**config.mk**
```make
export PLATFORM = sky130hd
export DESIGN_NAME = wbck_arb
export DESIGN_NICKNAME = d
export VERILOG_FILES = /design/src/rtl/wbck_arb.sv
export SDC_FILE = /design/constraint.sdc
export NUM_CORES = 1
export LEC_CHECK = 0
export CAP_MARGIN = 20
export CORE_AREA = 4 4 101 151
export DETAILED_ROUTE_END_ITERATION = 10
export DIE_AREA = 0 0 105 155
export GPL_TIMING_DRIVEN = 0
export SYNTH_ARGS = -nofsm -noshare
export SYNTH_HDL_FRONTEND = slang
export SYNTH_SLANG_ARGS = --single-unit
```
**constraint.sdc**
```tcl
create_clock -name clk -period 2.15 [get_ports clk]
set_input_delay 0.43 -clock clk [delete_from_list [all_inputs] [get_ports clk]]
set_output_delay 0.43 -clock clk [all_outputs]
set_load 0.03 [all_outputs]
```
**src/rtl/wbck_arb.sv**
```systemverilog
// Write-back arbiter: merges NCH result channels onto the single regfile
// write port through a registered commit stage, and raises the OITF clear
// for channels flagged as long-latency in LONG_MASK.
module wbck_arb #(
    parameter int unsigned     NCH        = 4,
    parameter int unsigned     XLEN       = 32,
    parameter int unsigned     RAW        = 5,
    parameter int unsigned     RR_MODE    = 0,
    parameter logic [NCH-1:0]  LONG_MASK  = 4'b0111,
    parameter int unsigned     STARVE_MAX = 8
) (
    input  logic                clk,
    input  logic                rst,
    input  logic [NCH-1:0]      src_vld,
    output logic [NCH-1:0]      src_rdy,
    input  logic [NCH*XLEN-1:0] src_wdata,
    input  logic [NCH*RAW-1:0]  src_waddr,
    input  logic                wb_hold,
    output logic                reg_wen,
    output logic [RAW-1:0]      reg_waddr,
    output logic [XLEN-1:0]     reg_wdata,
    output logic                clr_req,
    output logic [RAW-1:0]      clr_idx
);

    localparam int unsigned PW = (NCH > 1) ? $clog2(NCH) : 1;
    localparam int unsigned CW = (STARVE_MAX > 0) ? $clog2(STARVE_MAX + 1) : 1;

    logic            out_vld;
    logic [RAW-1:0]  out_addr;
    logic [XLEN-1:0] out_data;
    logic            out_long;

    logic            advance;
    logic [NCH-1:0]  grant;
    logic [PW-1:0]   gidx;
    logic            any_grant;
    logic [NCH-1:0]  starved;
    logic [PW-1:0]   ptr;
    logic [CW-1:0]   wait_cnt [NCH];

    logic [XLEN-1:0] sel_data;
    logic [RAW-1:0]  sel_addr;
    logic            sel_long;

    assign advance   = ~out_vld | ~wb_hold;
    assign any_grant = |grant;
    assign src_rdy   = grant & {NCH{advance & ~rst}};

    // Channels whose wait counter has saturated get promoted over index order
    always_comb begin
        starved = '0;
        for (int unsigned i = 0; i < NCH; i++) begin
            starved[i] = src_vld[i] && (STARVE_MAX != 0) && (wait_cnt[i] == CW'(STARVE_MAX));
        end
    end

    // Grant select: two passes give "preferred set first, then lowest valid";
    // in round-robin the preferred set is every channel at or after ptr
    always_comb begin
        grant = '0;
        gidx  = '0;
        if (RR_MODE != 0) begin
            for (int unsigned i = 0; i < NCH; i++) begin
                if (grant == '0 && src_vld[i] && PW'(i) >= ptr) begin
                    grant[i] = 1'b1;
                    gidx     = PW'(i);
                end
            end
        end else begin
            for (int unsigned i = 0; i < NCH; i++) begin
                if (grant == '0 && starved[i]) begin
                    grant[i] = 1'b1;
                    gidx     = PW'(i);
                end
            end
        end
        for (int unsigned i = 0; i < NCH; i++) begin
            if (grant == '0 && src_vld[i]) begin
                grant[i] = 1'b1;
                gidx     = PW'(i);
            end
        end
    end

    // Data/address/long-flag mux of the granted channel
    always_comb begin
        sel_data = '0;
        sel_addr = '0;
        sel_long = 1'b0;
        for (int unsigned i = 0; i < NCH; i++) begin
            if (grant[i]) begin
                sel_data = src_wdata[i*XLEN +: XLEN];
                sel_addr = src_waddr[i*RAW +: RAW];
                sel_long = LONG_MASK[i];
            end
        end
    end

    // Commit stage: loads the granted channel whenever it may advance
    always_ff @(posedge clk) begin
        if (rst) begin
            out_vld  <= 1'b0;
            out_addr <= '0;
            out_data <= '0;
            out_long <= 1'b0;
        end else if (advance) begin
            out_vld <= any_grant;
            if (any_grant) begin
                out_addr <= sel_addr;
                out_data <= sel_data;
                out_long <= sel_long;
            end
        end
    end

    // Round-robin pointer moves past the channel that transferred
    always_ff @(posedge clk) begin
        if (rst) begin
            ptr <= '0;
        end else if (RR_MODE != 0 && (|src_rdy)) begin
            ptr <= (gidx == PW'(NCH - 1)) ? '0 : gidx + PW'(1);
        end
    end

    // Per-channel wait counters, saturating at STARVE_MAX
    always_ff @(posedge clk) begin
        for (int unsigned i = 0; i < NCH; i++) begin
            if (rst || !src_vld[i] || src_rdy[i]) begin
                wait_cnt[i] <= '0;
            end else if (wait_cnt[i] != CW'(STARVE_MAX)) begin
                wait_cnt[i] <= wait_cnt[i] + CW'(1);
            end
        end
    end

    assign reg_wen   = out_vld & ~wb_hold & (out_addr != '0);
    assign clr_req   = out_vld & ~wb_hold & out_long;
    assign reg_waddr = out_addr;
    assign clr_idx   = out_addr;
    assign reg_wdata = out_data;

endmodule
```
==> flow_summary.json, run 1 <==
{
  "path_clk_slew_ns": 0.07,
  "layout_setup_ws_ns": -0.552,
  "drc": 0,
  "final_nets": 797,
  "r2r-start": "wait_cnt[2][0]",
  "rsz0062_at_grt": "yes",
  "grt_pass1_wl_mm": 23.6,
  "fmax_mhz": 370,
  "synth.avg_cell_area_sq_um": 8.95,
  "grt_pass1_vias": 4331,
  "cts-root-buf": "clkbuf_16",
  "start_util_pct": 24.6,
  "path_max_fanout": 2,
  "skew_ns": 0.00440,
  "outcome": "finished with violations",
  "crit_type": "flop to primary output",
  "post-dp-hpwl_mm": 11.8,
  "finalMaxSlewViolations": 0,
  "slew_headroom_pct": 53.9,
  "violations": "setup timing",
  "cts_tree": "built",
  "num-fill-cells": 1345,
  "synthesis.nets": 545,
  "synth_cell_types": 44,
  "yosys_warnings": 0,
  "power_density_mw_per_mm2": 461,
  "dr.first_iter.drc_count": 213,
  "path_cells": "inv_1 -> ha_2 -> buf_4 -> and4b_1 -> o31ai_2 -> and3_4 -> buf_6 -> buf_8 -> and2_4 -> buf_6",
  "cp_slowest_cell": "edfxtp_1",
  "hold_ws_ns": 0.488,
  "cts_buffers": 5,
  "reg2reg_slack_ns": -0.39,
  "critPathRequiredTime_ns": 1.72,
  "fin_util_pct": 47.5,
  "worstSkewPairLatency_ns": 0.29,
  "synth_seq_cells": 55,
  "cap_violations": 0,
  "max-vdd-ir-drop_mv": 0.341,
  "cts_sinks": 55,
  "viasPerCell": 5.29,
  "die_w_um": 105,
  "post-route-period-util_pct": 126,
  "syn_area_sq_mm": 0.00342,
  "synthCells": 382,
  "port-buffer-count": 200,
  "num_vias": 4230,
  "antennaDiodeCount": 0,
  "drive_gt1_share_pct": 24.9,
  "coreArea_sq_mm": 0.0139,
  "start_kind": "flop",
  "rows": 53,
  "wirelength_mm": 16.3,
  "ys_seq_area_share_pct": 36.9,
  "wl_per_cell_um": 20.4,
  "clockBufferDepth": 2,
  "finalSetupViolations": 51,
  "holdCritStartpoint": "reg_wdata[19]",
  "p_leak_uw": 0.00245,
  "gp_congestion": 0.832,
  "crit_path_frequent_cell": "buf_6",
  "ioPinCount": 203,
  "hold_depth": 2,
  "worst_slew_pin_slew_ns": 0.692,
  "hp-class": "flop to flop",
  "critical_path.endpoint_type": "primary output",
  "gr-total-overflow": 0,
  "period_minus_slack_ns": 2.70,
  "r2r_cells": 11,
  "worstPathArrival_ns": 2.27,
  "holdPathEnd": "reg_wdata[19]",
  "grt_usage_pct": 18.3,
  "die_area_sq_mm": 0.0163,
  "cts_hold_buf": 0,
  "cts-htree-levels": 2,
  "slowest_delay_ns": 0.37,
  "die_height_um": 155,
  "grt_max_degree": 16,
  "areaGrowthSynthToFinish_pct": 93.3,
  "hold_violations": 0,
  "antenna_found_initial": 0,
  "dr.pass1.iters": 5,
  "ant_nets": 0,
  "rr_endpoint": "wait_cnt[2][2]"
}
-- cell usage after synthesis --
cell type / n / area share, %
buf_6: 1 / 0.33
dfxtp_1: 39 / 23
nor2b_1: 1 / 0.18
a2111o_1: 1 / 0.33
nand2_1: 43 / 4.7
nand4_1: 2 / 0.37
nor4_2: 1 / 0.37
buf_2: 8 / 1.2
a22oi_1: 56 / 12
nor2_1: 19 / 2.1
and2_0: 1 / 0.18
inv_1: 14 / 1.5
ha_1: 8 / 2.9
inv_2: 1 / 0.11
a22oi_2: 18 / 6.6
and3b_1: 2 / 0.51
o2111ai_1: 2 / 0.51
or4_4: 1 / 0.33
xnor2_1: 4 / 1.0
o211ai_1: 1 / 0.22
nand3_1: 7 / 1.0
a311oi_1: 1 / 0.26
or4b_2: 1 / 0.29
edfxtp_1: 16 / 14
a21boi_1: 1 / 0.22
nand3b_1: 3 / 0.66
clkbuf_1: 21 / 2.3
buf_12: 1 / 0.59
nand4b_1: 4 / 1.0
a21oi_1: 4 / 0.59
and3_1: 2 / 0.37
and2_1: 3 / 0.55
a221oi_1: 37 / 9.5
buf_1: 1 / 0.11
nor3b_1: 1 / 0.22
buf_4: 6 / 1.3
a21oi_2: 1 / 0.26
xor2_1: 4 / 1.0
nor3_1: 3 / 0.44
o21ai_0: 37 / 5.4
nand2b_1: 1 / 0.18
o31ai_1: 1 / 0.22
and4b_1: 2 / 0.59
or4_1: 1 / 0.22
-- through the flow --
stage	setup TNS, ns	setup slack (ns)	power, uW	area, sq um	cells
2_1_floorplan	-0.807	-0.174	1600	3470	382
3_3_place_gp	-48.56	-1.34	2120	5680	747
3_5_place_dp	-46.99	-1.38	2140	5690	748
4_1_cts	-15.05	-0.538	3030	6320	784
5_1_grt	-13.76	-0.624	3180	6610	800
6_report	-8.84	-0.552	3050	6610	800
-- cells by family after synthesis --
family,count (synthesis),synth area share (%)
compound gates,160,36.4
simple gates,98,14.3
flops,55,36.9
buf+inv,53,7.46
xor+xnor,8,2.05
fa+ha+maj,8,2.93
-- critical path: cells and delay by family (launching register included) --
family                     cells  cell delay [ns]
DFF                            1             0.37
and+or+nand+nor                3             0.63
adders and majority gates      1             0.17
AOI/OAI and AO/OA              1             0.29
buffers and inverters          5             0.52
-- cell type report --
| cell class | count | area [sq um] | share of cell area, % |
|---|---|---|---|
| Timing Repair Buffer | 247 | 2460 | 37.3 |
| Multi-Input combinational cell | 274 | 2160 | 32.7 |
| Sequential cell | 55 | 1260 | 19.1 |
| Buffer | 36 | 307 | 4.64 |
| Tap cell | 165 | 206 | 3.12 |
| Clock buffer | 7 | 133 | 2.01 |
| Inverter | 15 | 68.8 | 1.04 |
| Clock inverter | 1 | 5.00 | 0.0757 |
-- what timing repair did --
action	4_1_cts	5_1_grt
resized for setup	113	42
gates cloned	1	2
setup buffers	29	22
endpoints found under the setup margin	65	65
pin swaps	30	43
-- cells in the final DEF, fill, tap and decap left out, types with 2 or more instances in the layout --
master	synthesis	layout
a21oi_1	4	2
a21oi_4	0	2
a221oi_1	37	30
a221oi_2	0	7
a22oi_1	56	47
a22oi_2	18	27
and2_4	0	3
buf_12	1	3
buf_2	8	6
buf_4	6	41
buf_6	1	12
buf_8	0	7
clkbuf_1	21	6
clkbuf_16	0	8
clkbuf_2	0	6
clkbuf_4	0	5
clkdlybuf4s50_1	0	191
dfxtp_1	39	37
dfxtp_2	0	2
dlygate4sd2_1	0	4
edfxtp_1	16	16
ha_1	8	4
ha_2	0	4
inv_1	14	13
nand2_1	43	40
nand2_4	0	2
nand3_1	7	5
nand3b_1	3	3
nand4_1	2	2
nand4b_1	4	4
nor2_1	19	16
nor2_2	0	2
o21ai_0	37	36
or4_4	1	2
xnor2_1	4	4
xor2_1	4	4
-- sequential cells by signal, summed over array words and instances, names as in the netlist --
signal	flops
reg_wdata	32
wait_cnt	16
clr_idx	5
out_long	1
out_vld	1
-- routing by layer --
metal,vias to the layer above,track usage (%),wire length (um)
met1,2054,19.3,5980
met5,-,0,0
li1,1987,-,-
met2,170,35.2,8880
met3,19,4.40,1030
met4,0,6.13,398
-- report_power, final --
part           internal (uW)  total, uW  switching [uW]
Combinational            574       1040             468
Sequential              1130       1190            63.7
Clock                    433        816             384
-- how the worst max path moves through the flow --
stage	from	end	slack (ns)	cells after the start
2_1_floorplan	wait_cnt[2][0]	src_rdy[2]	-0.17	9
4_1_cts	wait_cnt[2][0]	src_rdy[2]	-0.54	10
5_1_grt	wait_cnt[2][0]	src_rdy[1]	-0.62	10
6_report	wait_cnt[2][0]	src_rdy[1]	-0.55	10
3_5_place_dp	src_vld[3]	src_rdy[2]	-1.38	9
3_3_place_gp	src_vld[3]	src_rdy[2]	-1.34	9
Power figures use the tool's default switching activity.
==> run 2, diff against run 1 <==
- ABC_AREA: default -> 1
- CORE_AREA: 4 4 101 151 -> 4 4 111 165
- CTS_BUF_LIST: default -> sky130_fd_sc_hd__clkbuf_16
- DIE_AREA: 0 0 105 155 -> 0 0 115 169
==> run 2 against run 1 <==
Compared with the run above: the run still ends with setup timing left; sequential cell count unchanged; clock-buffer cell count shrank 2; combinational power is 29% higher; routed wire length is 2.9% higher; power increased by 13%; worst setup slack better by 0.13 ns; sequential power barely moved; final cell count grew 45%; final area rose by 12%; via count increased by 19%; clock power rose by 14%; critical path type is now flop to flop; critical endpoint is now reg_wdata[5]; largest cell class unchanged.
==> flow_summary.json, run 2 <==
{
  "outcome": "finished with violations",
  "violations": "setup timing",
  "crit_type": "flop to flop",
  "hold_depth": 2,
  "layout_setup_ws_ns": -0.418,
  "met2_usage_pct": 31.1,
  "yosysTopAreaCell": "dfxtp_1",
  "start_util_pct": 24.7,
  "grt_usage_pct": 16.7,
  "cts_tree": "built",
  "cts-root-buf": "clkbuf_16",
  "synth_edf_count": 16,
  "cts_buffers": 5,
  "syn_area_sq_mm": 0.00416,
  "tns_ns": -13.74,
  "path_buf_inv": 8,
  "critPathRequiredTime_ns": 2.35,
  "gp_congestion": 0.840,
  "slew_headroom_pct": 58.6,
  "areaGrowthSynthToFinish_pct": 78.5,
  "dr.pass1.iters": 6,
  "async_flop_share_pct": 0,
  "rows": 58,
  "path_cells": "inv_1 -> ha_2 -> nand4_1 -> nand2_2 -> buf_4 -> a21oi_4 -> nor2_4 -> nor2_4 -> buf_4 -> buf_6 -> buf_6 -> nand3_1 -> nand2_2 -> buf_6 -> buf_4 -> bufbuf_16 -> nor2_2 -> nor2_1",
  "fmax_mhz": 389,
  "fin_cells": 1163,
  "synth-adder-area-share_pct": 2.41,
  "ant_nets": 0,
  "r2r_cells": 18,
  "coreArea_sq_mm": 0.0168,
  "rsz0062_at_grt": "yes",
  "rr_endpoint": "reg_wdata[5]",
  "dr.first_iter.drc_count": 123,
  "cap_violations": 0,
  "grtUsageMet3_pct": 2.40,
  "synthCells": 700,
  "antenna_found_initial": 1,
  "synth_top_family_by_area": "simple AND/OR/NAND/NOR gates",
  "worst_slew_pin_slew_ns": 0.621,
  "finalSetupViolations": 48,
  "die_area_sq_mm": 0.0194,
  "period_minus_slack_ns": 2.57,
  "synth-compound-area-share_pct": 0.481,
  "worstPathArrival_ns": 2.77,
  "cts_hold_buf": 0,
  "finalMaxSlewViolations": 0,
  "gr-total-overflow": 0,
  "post-route-period-util_pct": 119,
  "dpl_cell_area_sq_mm": 0.00644,
  "port-buffer-count": 202,
  "grt_pass1_wl_mm": 25.4,
  "synth_cell_types": 24,
  "use_met1_pct": 19.0,
  "synth_mux_area_share_pct": 0,
  "path_depth": 18,
  "path_max_fanout": 6,
  "synth_flop_cell": "dfxtp_1",
  "power_density_mw_per_mm2": 466,
  "num_vias": 5043,
  "yosys.area_share.simple_pct": 45.5,
  "fin_util_pct": 44.1,
  "critical_path.endpoint_type": "flop",
  "ioPinCount": 203,
  "ys_seq_area_share_pct": 30.3,
  "path_delay_family": "buffers and inverters",
  "dp.cells": 1112,
  "synth_top_area_share_pct": 18.8,
  "grt_max_degree": 19,
  "clockBufferDepth": 2,
  "mostFrequentLayoutCell": "clkdlybuf4s50_1",
  "synth_area_leaders": "dfxtp_1 19%, nor2_1 19%, inv_1 13%",
  "synthesis.nets": 863,
  "cp_slowest_cell": "edfxtp_1",
  "layout_common_cells": "193 x clkdlybuf4s50_1, 174 x nor2_1, 135 x inv_1, 82 x nand2_1, 81 x nand3_1",
  "hold_violations": 0,
  "viasPerCell": 4.34,
  "die_w_um": 115,
  "start_kind": "flop",
  "drc": 0,
  "wirelength_mm": 16.8,
  "skew_ns": 0.00972,
  "path_clk_slew_ns": 0.08,
  "drive_gt1_share_pct": 16.3,
  "grt-busiest-layer": "met2",
  "hp-class": "flop to flop",
  "cts-htree-levels": 2,
  "synth_most_common_cell": "nor2_1",
  "largest_register_ffs": 32,
  "grt_pass1_vias": 4994,
  "synth_seq_cells": 55,
  "worstSkewPairLatency_ns": 0.30,
  "synth-xor-area-share_pct": 1.68,
  "critPathLaunch": "wait_cnt[1][0]",
  "fin_area_sq_mm": 0.00742,
  "cts_sinks": 55,
  "post-place-ws_ns": -1.28,
  "wl_per_cell_um": 14.4,
  "yosys-top-cells-count": "206 x nor2_1, 142 x inv_1, 88 x nand2_1",
  "synth.avg_cell_area_sq_um": 5.94,
  "slowest_delay_ns": 0.40,
  "reg2reg_slack_ns": -0.42,
  "yosys_warnings": 0,
  "worstSetupEndpoint": "reg_wdata[5]",
  "post-dp-hpwl_mm": 12.7,
  "r2r-start": "wait_cnt[1][0]",
  "max-vdd-ir-drop_mv": 0.316,
  "p_leak_uw": 0.00346,
  "die_height_um": 169,
  "final_nets": 1114
}
==> run 2: cell count changes in the layout (fill, tap and decap cells not counted), sizes merged, moves of 37 or more <==
| cell | delta |
|---|---|
| nand3 | +80 |
| inv | +133 |
| a22oi | -74 |
| nand4 | +46 |
| nor2 | +189 |
| nand2 | +47 |
| a221oi | -37 |
==> run 2: power by group <==
part           switching (uW)  leakage [uW]  total [uW]  internal, uW
clock network             390     0.0000812         934           545
registers                45.6      0.000519        1190          1140
logic                     648       0.00286        1340           690
total                    1080       0.00346        3460          2380
==> run 2: how the worst min path moves through the flow <==
stage,start,end
6_report,out_long,out_long
5_1_grt,out_long,out_long
4_1_cts,out_long,out_long
3_5_place_dp,out_long,out_long
3_3_place_gp,out_long,out_long
2_1_floorplan,out_long,out_long
==> run 2: area by class of cell <==
cell class | instances | area (sq um)
inverters | 147 | 552
plain buffers | 42 | 354
diodes | 1 | 2.50
flip-flops and latches | 55 | 1260
well taps | 210 | 263
fillers | 1783 | 9410
clock inverters | 3 | 38.8
multi-input cells | 455 | 2350
clock buffers | 5 | 125
repair buffers | 245 | 2470
==> run 2: worst reg2reg max path: cells and delay by family, from the launching register on <==
| kind | cells | cell delay (ns) |
|---|---|---|
| fa+ha+maj | 1 | 0.17 |
| buf+inv | 8 | 1.11 |
| simple gates | 8 | 0.78 |
| compound gates | 1 | 0.03 |
| flops | 1 | 0.40 |
==> run 2: stage by stage <==
stage | hold slack, ns | total power (uW)
3_5_place_dp | 0.462 | 2370
4_1_cts | 0.468 | 3460
2_1_floorplan | 0.429 | 1780
5_1_grt | 0.505 | 3670
3_3_place_gp | 0.455 | 2360
6_report | 0.480 | 3460
==> run 2: per-layer routing <==
| layer | vias to the layer above | routed length, um |
|---|---|---|
| li1 | 2634 | - |
| met1 | 2247 | 6470 |
| met2 | 139 | 9090 |
| met3 | 23 | 756 |
| met4 | 0 | 438 |
| met5 | - | 0 |
==> run 2: repair_timing <==
item	CTS	global route
endpoints found under the setup margin	65	70
buffers inserted	38	8
resized for setup	106	34
pin swaps	13	25
cloned	4	0
==> run 2: kinds of logic (layout without fill, tap and decap cells) <==
| logic type | Yosys count | in the layout |
|---|---|---|
| buffers and inverters | 190 | 442 |
| adder cells (fa/ha/maj) | 8 | 8 |
| flip-flops | 55 | 55 |
| other | 0 | 1 |
| AND/OR/NAND/NOR | 435 | 435 |
| XOR/XNOR | 8 | 8 |
| AO/OA/AOI/OAI | 4 | 4 |
